--- config.mk ---
export PLATFORM = sky130hd
export DESIGN_NAME = mem_access_ctrl
export DESIGN_NICKNAME = d
export VERILOG_FILES = /design/src/rtl/mem_access_ctrl.sv
export SDC_FILE = /design/constraint.sdc
export NUM_CORES = 1
export LEC_CHECK = 0
export CAP_MARGIN = 5
export CORE_MARGIN = 5
export CORE_UTILIZATION = 51
export CTS_CLUSTER_SIZE = 14
export DETAILED_ROUTE_END_ITERATION = 6
export GPL_TIMING_DRIVEN = 0
export PLACE_DENSITY = 0.86
export SYNTH_ARGS = -nofsm -noshare
export SYNTH_HDL_FRONTEND = slang
export SYNTH_SLANG_ARGS = --single-unit
--- constraint.sdc ---
create_clock -name Clk -period 6.6 [get_ports Clk]
set_input_delay 0.66 -clock Clk [delete_from_list [all_inputs] [get_ports Clk]]
set_output_delay 0.66 -clock Clk [all_outputs]
set_load 0.01 [all_outputs]
--- src/rtl/mem_access_ctrl.sv ---
// Data-memory transaction sequencer between the SPARC datapath and a 256-byte MFA/MFC RAM.
// Validates opcode/alignment, bounds every handshake wait, and splits ldd/std into two word transfers.
module mem_access_ctrl #(
    parameter int TIMEOUT = 16,
    parameter int CNT_W   = 5
) (
    input  logic        Clk,
    input  logic        Reset,
    input  logic        Start,
    input  logic [5:0]  OpIn,
    input  logic [7:0]  AddrIn,
    input  logic [31:0] StoreData,
    input  logic [31:0] StoreData2,
    output logic        Busy,
    output logic        Done,
    output logic [1:0]  Fault,
    output logic [31:0] LoadData,
    output logic [31:0] LoadData2,
    output logic        MFA,
    output logic [5:0]  MemOpcode,
    output logic [7:0]  MemAddr,
    output logic [31:0] MemDataOut,
    input  logic [31:0] MemDataIn,
    input  logic        MFC
);

    localparam logic [5:0] OP_LDSB = 6'b001001;
    localparam logic [5:0] OP_LDSH = 6'b001010;
    localparam logic [5:0] OP_LD   = 6'b001000;
    localparam logic [5:0] OP_LDUB = 6'b000001;
    localparam logic [5:0] OP_LDUH = 6'b000010;
    localparam logic [5:0] OP_LDD  = 6'b000011;
    localparam logic [5:0] OP_STB  = 6'b000101;
    localparam logic [5:0] OP_STH  = 6'b000110;
    localparam logic [5:0] OP_ST   = 6'b000100;
    localparam logic [5:0] OP_STD  = 6'b000111;

    localparam int N_OPS = 10;
    // Opcode table: entry gi sits at bits [gi*6 +: 6]; loads are entries 0..5.
    localparam logic [N_OPS*6-1:0] OP_TABLE = {OP_STD, OP_ST, OP_STH, OP_STB,
                                               OP_LDD, OP_LDUH, OP_LDUB, OP_LD, OP_LDSH, OP_LDSB};
    localparam logic [N_OPS-1:0]   OP_IS_LOAD = 10'b00_0011_1111;
    // Access size code per entry: 0 byte, 1 halfword, 2 word, 3 doubleword.
    localparam logic [N_OPS*2-1:0] OP_SIZE = {2'd3, 2'd2, 2'd1, 2'd0,
                                              2'd3, 2'd1, 2'd0, 2'd2, 2'd1, 2'd0};

    localparam logic [1:0] F_OK      = 2'b00;
    localparam logic [1:0] F_ALIGN   = 2'b01;
    localparam logic [1:0] F_TIMEOUT = 2'b10;
    localparam logic [1:0] F_ILLEGAL = 2'b11;

    localparam logic [CNT_W-1:0] CNT_LAST = CNT_W'(TIMEOUT - 1);

    typedef enum logic [2:0] {
        S_IDLE,
        S_REQ1,
        S_REL1,
        S_REQ2,
        S_REL2,
        S_DONE
    } state_t;

    state_t      state_reg, state_next;
    logic [CNT_W-1:0] cnt_reg, cnt_next;
    logic        busy_reg, busy_next;
    logic        done_reg, done_next;
    logic [1:0]  fault_reg, fault_next;
    logic        mfa_reg, mfa_next;
    logic [5:0]  mem_op_reg, mem_op_next;
    logic [7:0]  mem_addr_reg, mem_addr_next;
    logic [31:0] mem_dout_reg, mem_dout_next;
    logic [31:0] ld_reg, ld_next;
    logic [31:0] ld2_reg, ld2_next;
    logic [31:0] data2_reg, data2_next;
    logic        is_load_reg, is_load_next;
    logic        is_double_reg, is_double_next;

    logic [N_OPS-1:0] op_hit;
    logic        legal_in;
    logic        is_load_in;
    logic [1:0]  size_in;
    logic        misaligned_in;
    logic [5:0]  mem_op_in;
    logic        cnt_hit;

    genvar gi;
    generate
        for (gi = 0; gi < N_OPS; gi++) begin : g_op_decode
            assign op_hit[gi] = (OpIn == OP_TABLE[gi*6 +: 6]);
        end
    endgenerate

    always_comb begin
        legal_in   = |op_hit;
        is_load_in = |(op_hit & OP_IS_LOAD);
        size_in    = 2'd0;
        for (int i = 0; i < N_OPS; i++) begin
            if (op_hit[i]) begin
                size_in = OP_SIZE[i*2 +: 2];
            end
        end
        case (size_in)
            2'd1:    misaligned_in = AddrIn[0];
            2'd2:    misaligned_in = |AddrIn[1:0];
            2'd3:    misaligned_in = |AddrIn[2:0];
            default: misaligned_in = 1'b0;
        endcase
        // Each half of a double transfer goes to the RAM as a plain word access.
        if (OpIn == OP_LDD) begin
            mem_op_in = OP_LD;
        end else if (OpIn == OP_STD) begin
            mem_op_in = OP_ST;
        end else begin
            mem_op_in = OpIn;
        end
    end

    assign cnt_hit = (cnt_reg == CNT_LAST);

    always_comb begin
        state_next     = state_reg;
        cnt_next       = cnt_reg;
        busy_next      = busy_reg;
        done_next      = 1'b0;
        fault_next     = fault_reg;
        mfa_next       = mfa_reg;
        mem_op_next    = mem_op_reg;
        mem_addr_next  = mem_addr_reg;
        mem_dout_next  = mem_dout_reg;
        ld_next        = ld_reg;
        ld2_next       = ld2_reg;
        data2_next     = data2_reg;
        is_load_next   = is_load_reg;
        is_double_next = is_double_reg;

        case (state_reg)
            S_IDLE: begin
                if (Start) begin
                    cnt_next = '0;
                    if (!legal_in || misaligned_in) begin
                        fault_next = !legal_in ? F_ILLEGAL : F_ALIGN;
                        done_next  = 1'b1;
                        busy_next  = 1'b0;
                        state_next = S_DONE;
                    end else begin
                        fault_next     = F_OK;
                        busy_next      = 1'b1;
                        mfa_next       = 1'b1;
                        mem_op_next    = mem_op_in;
                        mem_addr_next  = AddrIn;
                        mem_dout_next  = StoreData;
                        data2_next     = StoreData2;
                        is_load_next   = is_load_in;
                        is_double_next = (size_in == 2'd3);
                        state_next     = S_REQ1;
                    end
                end
            end

            S_REQ1, S_REQ2: begin
                // A completed handshake wins over a timeout expiring on the same edge.
                if (MFC) begin
                    if (is_load_reg && state_reg == S_REQ1) begin
                        ld_next = MemDataIn;
                    end
                    if (is_load_reg && state_reg == S_REQ2) begin
                        ld2_next = MemDataIn;
                    end
                    mfa_next   = 1'b0;
                    cnt_next   = '0;
                    state_next = (state_reg == S_REQ1) ? S_REL1 : S_REL2;
                end else if (cnt_hit) begin
                    fault_next = F_TIMEOUT;
                    mfa_next   = 1'b0;
                    done_next  = 1'b1;
                    busy_next  = 1'b0;
                    cnt_next   = '0;
                    state_next = S_DONE;
                end else begin
                    cnt_next = cnt_reg + 1'b1;
                end
            end

            S_REL1, S_REL2: begin
                if (!MFC) begin
                    cnt_next = '0;
                    if (state_reg == S_REL1 && is_double_reg) begin
                        mem_addr_next = mem_addr_reg + 8'd4;
                        mem_dout_next = data2_reg;
                        mfa_next      = 1'b1;
                        state_next    = S_REQ2;
                    end else begin
                        done_next  = 1'b1;
                        busy_next  = 1'b0;
                        state_next = S_DONE;
                    end
                end else if (cnt_hit) begin
                    fault_next = F_TIMEOUT;
                    done_next  = 1'b1;
                    busy_next  = 1'b0;
                    cnt_next   = '0;
                    state_next = S_DONE;
                end else begin
                    cnt_next = cnt_reg + 1'b1;
                end
            end

            S_DONE: begin
                cnt_next   = '0;
                state_next = S_IDLE;
            end

            default: begin
                cnt_next   = '0;
                mfa_next   = 1'b0;
                busy_next  = 1'b0;
                state_next = S_IDLE;
            end
        endcase
    end

    always_ff @(posedge Clk) begin
        if (Reset) begin
            state_reg     <= S_IDLE;
            cnt_reg       <= '0;
            busy_reg      <= 1'b0;
            done_reg      <= 1'b0;
            fault_reg     <= F_OK;
            mfa_reg       <= 1'b0;
            mem_op_reg    <= '0;
            mem_addr_reg  <= '0;
            mem_dout_reg  <= '0;
            ld_reg        <= '0;
            ld2_reg       <= '0;
            data2_reg     <= '0;
            is_load_reg   <= 1'b0;
            is_double_reg <= 1'b0;
        end else begin
            state_reg     <= state_next;
            cnt_reg       <= cnt_next;
            busy_reg      <= busy_next;
            done_reg      <= done_next;
            fault_reg     <= fault_next;
            mfa_reg       <= mfa_next;
            mem_op_reg    <= mem_op_next;
            mem_addr_reg  <= mem_addr_next;
            mem_dout_reg  <= mem_dout_next;
            ld_reg        <= ld_next;
            ld2_reg       <= ld2_next;
            data2_reg     <= data2_next;
            is_load_reg   <= is_load_next;
            is_double_reg <= is_double_next;
        end
    end

    assign Busy       = busy_reg;
    assign Done       = done_reg;
    assign Fault      = fault_reg;
    assign LoadData   = ld_reg;
    assign LoadData2  = ld2_reg;
    assign MFA        = mfa_reg;
    assign MemOpcode  = mem_op_reg;
    assign MemAddr    = mem_addr_reg;
    assign MemDataOut = mem_dout_reg;

endmodule
==> results.py <==
metrics = {
    "status": {
        "outcome": "finished with violations",
        "failed_checks": "design-rule violations",
    },
    "die": {
        "die-area_um2": 16900,
        "placement_rows": 43,
        "top_level_ports": 229,
        "die_width_um": 130,
        "floorplan.initialDensity": 0.524,
        "dieHeight_um": 130,
        "core_area_um2": 14000,
    },
    "global_routing": {
        "grt_start_max_net_pins": 17,
        "grt_antenna_before_repair": 0,
        "via_count_of_the_first_global_routing_pass": 8003,
        "grt_overflow_total": 0,
        "grt.total_usage": 0.311,
        "grt_first_pass_wirelength_um": 41500,
    },
    "logic_synthesis": {
        "edff_count_synth": 0,
        "yosys_register_bits": 157,
        "post_synth_and_or_nand_nor_area_fraction": 0.215,
        "main_combinational_cell_family_by_area_after_synthesis": "compound AO/OA/AOI/OAI gates",
        "avgSynthCellArea_um2": 8.17,
        "ys_dominant_reg_cell": "dfxtp_1",
        "synthMostInstantiatedCell": "dfxtp_1",
        "synth_compound_gate_area_share": 0.237,
        "yosysSeqAreaShare": 0.429,
        "syn-num-nets": 1013,
        "synth_area_leader_cell": "dfxtp_1",
        "yosysTopAreaCellShare": 0.429,
        "yosysUniqueCellTypes": 54,
        "yosys.area_share.adder": 0.00341,
        "synth.mux.area_fraction": 0.0551,
        "syn-instance-count": 897,
        "synth_warnings": 0,
        "synth.top_cells.by_area": "dfxtp_1, a21oi_1, nand2_1",
        "synthTopCellsByCount": "dfxtp_1, nand2_1, a21oi_1, clkbuf_1, nand3_1",
        "synthXorXnorAreaFrac": 0.00239,
        "post_synthesis_instance_area_um2": 7330,
        "async_reset_ff_frac": 0,
    },
    "route": {
        "amount_of_wire_on_met2_after_detailed_routing_um": 12400,
        "wire_per_inst_um": 20.3,
        "top_signal_layer_used": "met4",
        "dr_total_vias": 8340,
        "routed_wl_um": 27000,
        "drt-initial-drc-count": 1141,
        "firstDrtPassIters": 7,
        "met3RoutedLength_um": 3350,
        "drt_drc_violations_left": 1,
        "ant_nets": 0,
        "detail_route.vias_per_cell": 6.26,
        "route.layer.met1.wl_um": 10300,
    },
    "critical_path": {
        "crit_arrival_ns": 3.33,
        "endpoint": "MemDataOut[16]$_SDFFE_PP0P_",
        "critical_path.reg2reg.startpoint": "state_reg[2]$_SDFFE_PP0N_",
        "worstSetupStartpoint": "MFC",
        "timing.critical_path.cells": "clkdlybuf4s50_1 -> nand2b_1 -> a21o_1 -> nor4_1 -> clkbuf_1 -> a32oi_1 -> nand3_1",
        "setup_slack_of_the_worst_register_to_register_path_ns": 3.89,
        "logic_depth_of_the_worst_setup_path_including_buffers": 7,
        "crit_path_end_kind": "register",
        "nature_of_the_critical_path_startpoint": "input port",
        "worst-endpoint-required_ns": 6.97,
        "worst_r2r_endpoint": "MemDataOut[22]$_SDFFE_PP0P_",
        "crit_buf_inv": 2,
        "reg2reg_depth": 8,
        "cp_slowest_cell": "nor4_1",
        "worst_path_dominant_cell_family": "simple AND/OR/NAND/NOR gates",
        "path_max_fanout": 10,
        "timing.setup.critical_path_class": "input port to register",
        "slowest_stage_delay_cp_ns": 0.94,
    },
    "sta": {
        "pin_slew_with_the_least_headroom_to_its_limit_ns": 1.15,
        "maxSlewViolCount": 0,
        "finalHoldViolCount": 0,
        "fin_setup_tns_ns": 0,
        "fmax_achieved_ghz": 0.338,
        "slew_headroom": 0.224,
        "final.setup_skew_ns": 0.00853,
        "fin_crit_ns": 2.96,
        "final.period_utilization": 0.448,
        "unrepaired_setup_endpoints_after_global_routing": "no",
        "setup_viol": 0,
    },
    "cells_and_area": {
        "fin_nets": 1256,
        "antenna_cells_inserted": 0,
        "final-instance-count-excl-fill": 1332,
        "num-fill-cells": 1036,
        "syn_to_final_growth_pct": 41.7,
        "post_route_cells_drive_above_1_share": 0.0773,
    },
    "power_and_ir_drop": {
        "cellLeakagePower_uw": 0.00351,
        "vdd_ir_drop_max_mv": 0.178,
        "power_density_cells_nw_per_um2": 266,
    },
    "placement": {
        "buffers_added_on_ports": 224,
        "dp_hpwl_um": 19200,
        "count_of_placed_standard_cells_including_taps": 1301,
        "gpl.final_weighted_congestion": 0.909,
    },
    "clock_network": {
        "numCtsBuffers": 17,
        "cts-hold-fix-buffers": 0,
        "clk_latency_ns": 0.43,
        "clk_path_buf_depth": 2,
        "path_clk_slew_ns": 0.06,
        "post-cts-setup-buffers": 0,
        "cts-htree-levels": 4,
        "cts-resized-gates": 0,
        "clock_sinks": 157,
        "cts.root.buffer_cell": "clkbuf_16",
        "clock_tree_from_tritoncts": "built",
    },
    "min_path": {
        "hold_path_class": "register to register",
    },
    "run": {
        "max-cap-violations": 0,
    },
}
placed cells by master, fill, tap and decap left out, drive strengths merged, types with 3 or more instances in the layout:
cell / count
nand4: 40
clkbuf: 97
and3: 8
nor2: 12
a311oi: 3
mux2: 35
clkinv: 5
inv: 9
dfxtp: 157
a32oi: 33
a211oi: 4
nand2b: 7
clkdlybuf4s50: 224
buf: 18
nor3b: 6
nand2: 145
o22ai: 3
a21oi: 120
nor2b: 3
o21ai: 49
a21o: 3
nor3: 8
nand3: 76
a21boi: 3
and2: 3
o2111ai: 35
a211o: 3
nor4: 4
a22oi: 3
or3: 4
where the power goes:
part	switching [µW]	internal, µW
Clock	417	579
Combinational	370	315
Sequential	61.4	1020
Total	848	1910
how the worst min path moves through the flow:
| stage | from | to | slack (ns) | cells past startpoint |
|---|---|---|---|---|
| floorplan | cnt_reg[4]$_SDFFE_PP0N_ | cnt_reg[4]$_SDFFE_PP0N_ | 0.44 | 1 |
| global placement | LoadData[3]$_SDFFE_PP0P_ | LoadData[3]$_SDFFE_PP0P_ | 0.44 | 2 |
| detailed placement | LoadData2[23]$_SDFFE_PP0P_ | LoadData2[23]$_SDFFE_PP0P_ | 0.45 | 2 |
| CTS | LoadData2[23]$_SDFFE_PP0P_ | LoadData2[23]$_SDFFE_PP0P_ | 0.45 | 2 |
| global route | LoadData[31]$_SDFFE_PP0P_ | LoadData[31]$_SDFFE_PP0P_ | 0.47 | 2 |
| finish | LoadData[8]$_SDFFE_PP0P_ | LoadData[8]$_SDFFE_PP0P_ | 0.45 | 2 |
per-layer routing:
metal	GRT usage	vias to the layer above
li1	-	3814
met1	0.384	3886
met2	0.498	559
met3	0.108	81
met4	0.125	0
met5	0	-
logic make-up (layout without fill, tap and decap cells):
logic type | count (synthesis) | count (layout)
compound gates | 272 | 272
xor+xnor | 2 | 2
fa+ha+maj | 2 | 2
buf+inv | 102 | 357
flops | 157 | 157
mux | 36 | 36
simple gates | 326 | 326
layout make-up:
cell class	instances	area (µm²)	share of cell area
clock inverter	12	138	0.0132
clock buffer	19	453	0.0436
tap	180	225	0.0217
timing repair buffer	224	2240	0.216
buffer	96	403	0.0388
multi-input combinational	638	3760	0.362
sequential	157	3140	0.303
inverter	6	22.5	0.00217
stage by stage:
| step | hold WS, ns | utilization | total power, µW | worst slack, ns | instance area (µm²) |
|---|---|---|---|---|---|
| floorplan | 0.443 | - | 1450 | 4.21 | 7330 |
| global placement | 0.441 | 0.700 | 1740 | 3.33 | 9800 |
| detailed placement | 0.446 | 0.700 | 1760 | 3.35 | 9800 |
| CTS | 0.454 | 0.743 | 2740 | 3.76 | 10400 |
| global route | 0.468 | 0.743 | 2860 | 3.60 | 10400 |
| finish | 0.452 | 0.743 | 2760 | 3.64 | 10400 |
worst register-to-register path: stages (launching register included):
cell and delay, ns:
dfxtp_1 0.30, buf_6 0.13, nor2b_1 0.18, o21ai_0 0.34, buf_2 0.34, buf_1 0.56
mux2_2 0.45, a32oi_1 0.18, nand3_1 0.10
Note: power is estimated with default switching activity, not from simulation.
==> variant, RTL diff (same settings) <==
The localparam `N_OPS` goes from 10 to 11.
--- a/src/rtl/mem_access_ctrl.sv
+++ b/src/rtl/mem_access_ctrl.sv
@@ -37,3 +37,3 @@
 
-    localparam int N_OPS = 10;
+    localparam int N_OPS = 11;
     // Opcode table: entry gi sits at bits [gi*6 +: 6]; loads are entries 0..5.
Check against the original RTL: not equivalent (a bounded check fails within 4 cycles, from zero or initial values and one cycle with Reset high).
==> variant against the unedited design <==
- the flow still finishes with violations (design-rule violations)
- design area down 5.5%
- sequential power down 9%
- power down 17%
- combinational power down 48%
- worst setup slack better by 20 ps
- sequential cell count unchanged
- area after synthesis down 7.9%
- wire length down 14%
- synthesized cell count down 9.9%
- critical path type unchanged
==> variant: results (changes against the unedited design) <==
metric	value	unit	change
worst r2r path cells	7		was 8
cts bufs inserted	17		unchanged
initial antenna violation count	2		was 0
HPWL Detailed	16700	um	was 19200 um
Hold WC Path Type	flop to flop		unchanged
Worst Setup SP	MFC		unchanged
async set-reset flop share out of synthesis	0		unchanged
RR Endpoint	MemDataOut[31]		was MemDataOut[22]
Final Wtd Congestion	0.916		was 0.909
layout cells sized above 1	0.0638		was 0.0773
WHS Endpoint	LoadData2[4]		was LoadData[8]
Setup Buffers After CTS	0		unchanged
via count of the first global-routing pass	6775		was 8003
remaining routing DRC violations	1		unchanged
Crit Path Class	input pin to flop		unchanged
port bufs	226		was 224
largest net degree at the start of global routing	17		unchanged
gr usage total	0.285		was 0.311
HP Start	LoadData2[4]		was LoadData[8]
Synth cell types	52		was 54
Static Leak	0.00344	uW	was 0.00351 uW
post_cts resized	0		unchanged
Ys Warns	0		unchanged
Critical R2R Launch	state_reg[1]		was state_reg[2]
skew final	12.1	ps	was 8.53 ps
Clk pin slew, worst setup/hold paths	60	ps	about the same
# setup viols final	0		unchanged
Filler cells	946		was 1036
nets	1169		was 1256
CP max stage delay	840	ps	was 940 ps
Compound-Gate Fraction of Synth Area	0.253		was 0.237
Clock Latency Late Sink	420	ps	
post-synthesis adder-cell area fraction	0.00371		was 0.00341
failing checks	design-rule violations		unchanged
clock buffer depth	2		unchanged
status	complete, but fails checks		unchanged
root cell of the clock tree	clkbuf_16		unchanged
DR iter-0 viols	731		was 1141
mux share of post-synthesis cell area	0.0504		was 0.0551
DR pass1 iterations	7		unchanged
Synth area leaders	dfxtp_1 47%, a21oi_1 8.8%, nand2_1 8.6%		was dfxtp_1 43%, a21oi_1 8.2%, nand2_1 7.4%
top post-synthesis cells by count	157 x dfxtp_1, 155 x nand2_1, 119 x a21oi_1, 55 x clkbuf_1, 51 x o21ai_0		was 157 x dfxtp_1, 145 x nand2_1, 120 x a21oi_1, 78 x clkbuf_1, 76 x nand3_1
r2r setup slk	4070	ps	was 3890 ps
first-pass GRT wire length	36200	um	was 41500 um
WHS	451	ps	was 452 ps
Slowest-stage cell, CP	a2111oi_0		was nor4_1
worst-path fanout max	10		unchanged
Hold Path Depth	2		unchanged
H-tree depth	4		unchanged
switching part of the total	0.256		was 0.308
sequential fraction of the synthesis area	0.466		was 0.429
Peak supply drop	0.186	mV	was 0.178 mV
Total Routed Length	23100	um	was 27000 um
drt via density	5.84		was 6.26
Slew @ Worst Pin	891	ps	was 1150 ps
syn_nets	924		was 1013
Post-Synth XOR/XNOR Area	0.00259		was 0.00239
CP arrival	3300	ps	was 3330 ps
-- variant: per-layer routing --
metal | global-route usage | share of wire | up-vias
met4 | 0.114 | 0.035 | 0
met5 | 0 | 0 | -
li1 | - | - | 3413
met1 | 0.349 | 0.40 | 3383
met2 | 0.459 | 0.46 | 404
met3 | 0.101 | 0.10 | 68
-- variant: layout make-up --
| class | instances | area share |
|---|---|---|
| plain buffers | 77 | 0.0332 |
| flip-flops and latches | 157 | 0.320 |
| well taps | 176 | 0.0224 |
| diodes | 2 | 0.000510 |
| multi-input cells | 569 | 0.332 |
| clock buffers | 24 | 0.0511 |
| clock inverters | 8 | 0.00828 |
| repair buffers | 226 | 0.230 |
| inverters | 5 | 0.00191 |
-- variant: power by group through the flow --
| stage | clock (uW) | sequential [uW] | combinational, uW |
|---|---|---|---|
| after global routing | 1000 | 989 | 377 |
| after global placement | 0 | 1010 | 338 |
| after floorplan | 0 | 1010 | 183 |
| after detailed placement | 0 | 1010 | 342 |
| final | 958 | 986 | 353 |
| after CTS | 961 | 986 | 346 |
-- variant: critical path: cells and delay by family --
family,cells,cell delay [ps]
compound gates,2,1010
simple gates,3,890
buf+inv,2,740
-- variant: stage by stage --
| stage | total power [uW] | setup slack (ps) | cell area, um2 | cells | util |
|---|---|---|---|---|---|
| 3_3_place_gp | 1340 | 3450 | 9230 | 1210 | 0.706 |
| 3_5_place_dp | 1350 | 3450 | 9230 | 1210 | 0.706 |
| 6_report | 2300 | 3660 | 9820 | 1244 | 0.751 |
| 5_1_grt | 2370 | 3700 | 9820 | 1244 | 0.751 |
| 4_1_cts | 2290 | 3780 | 9820 | 1242 | 0.750 |
| 2_1_floorplan | 1190 | 4320 | 6750 | 808 | - |
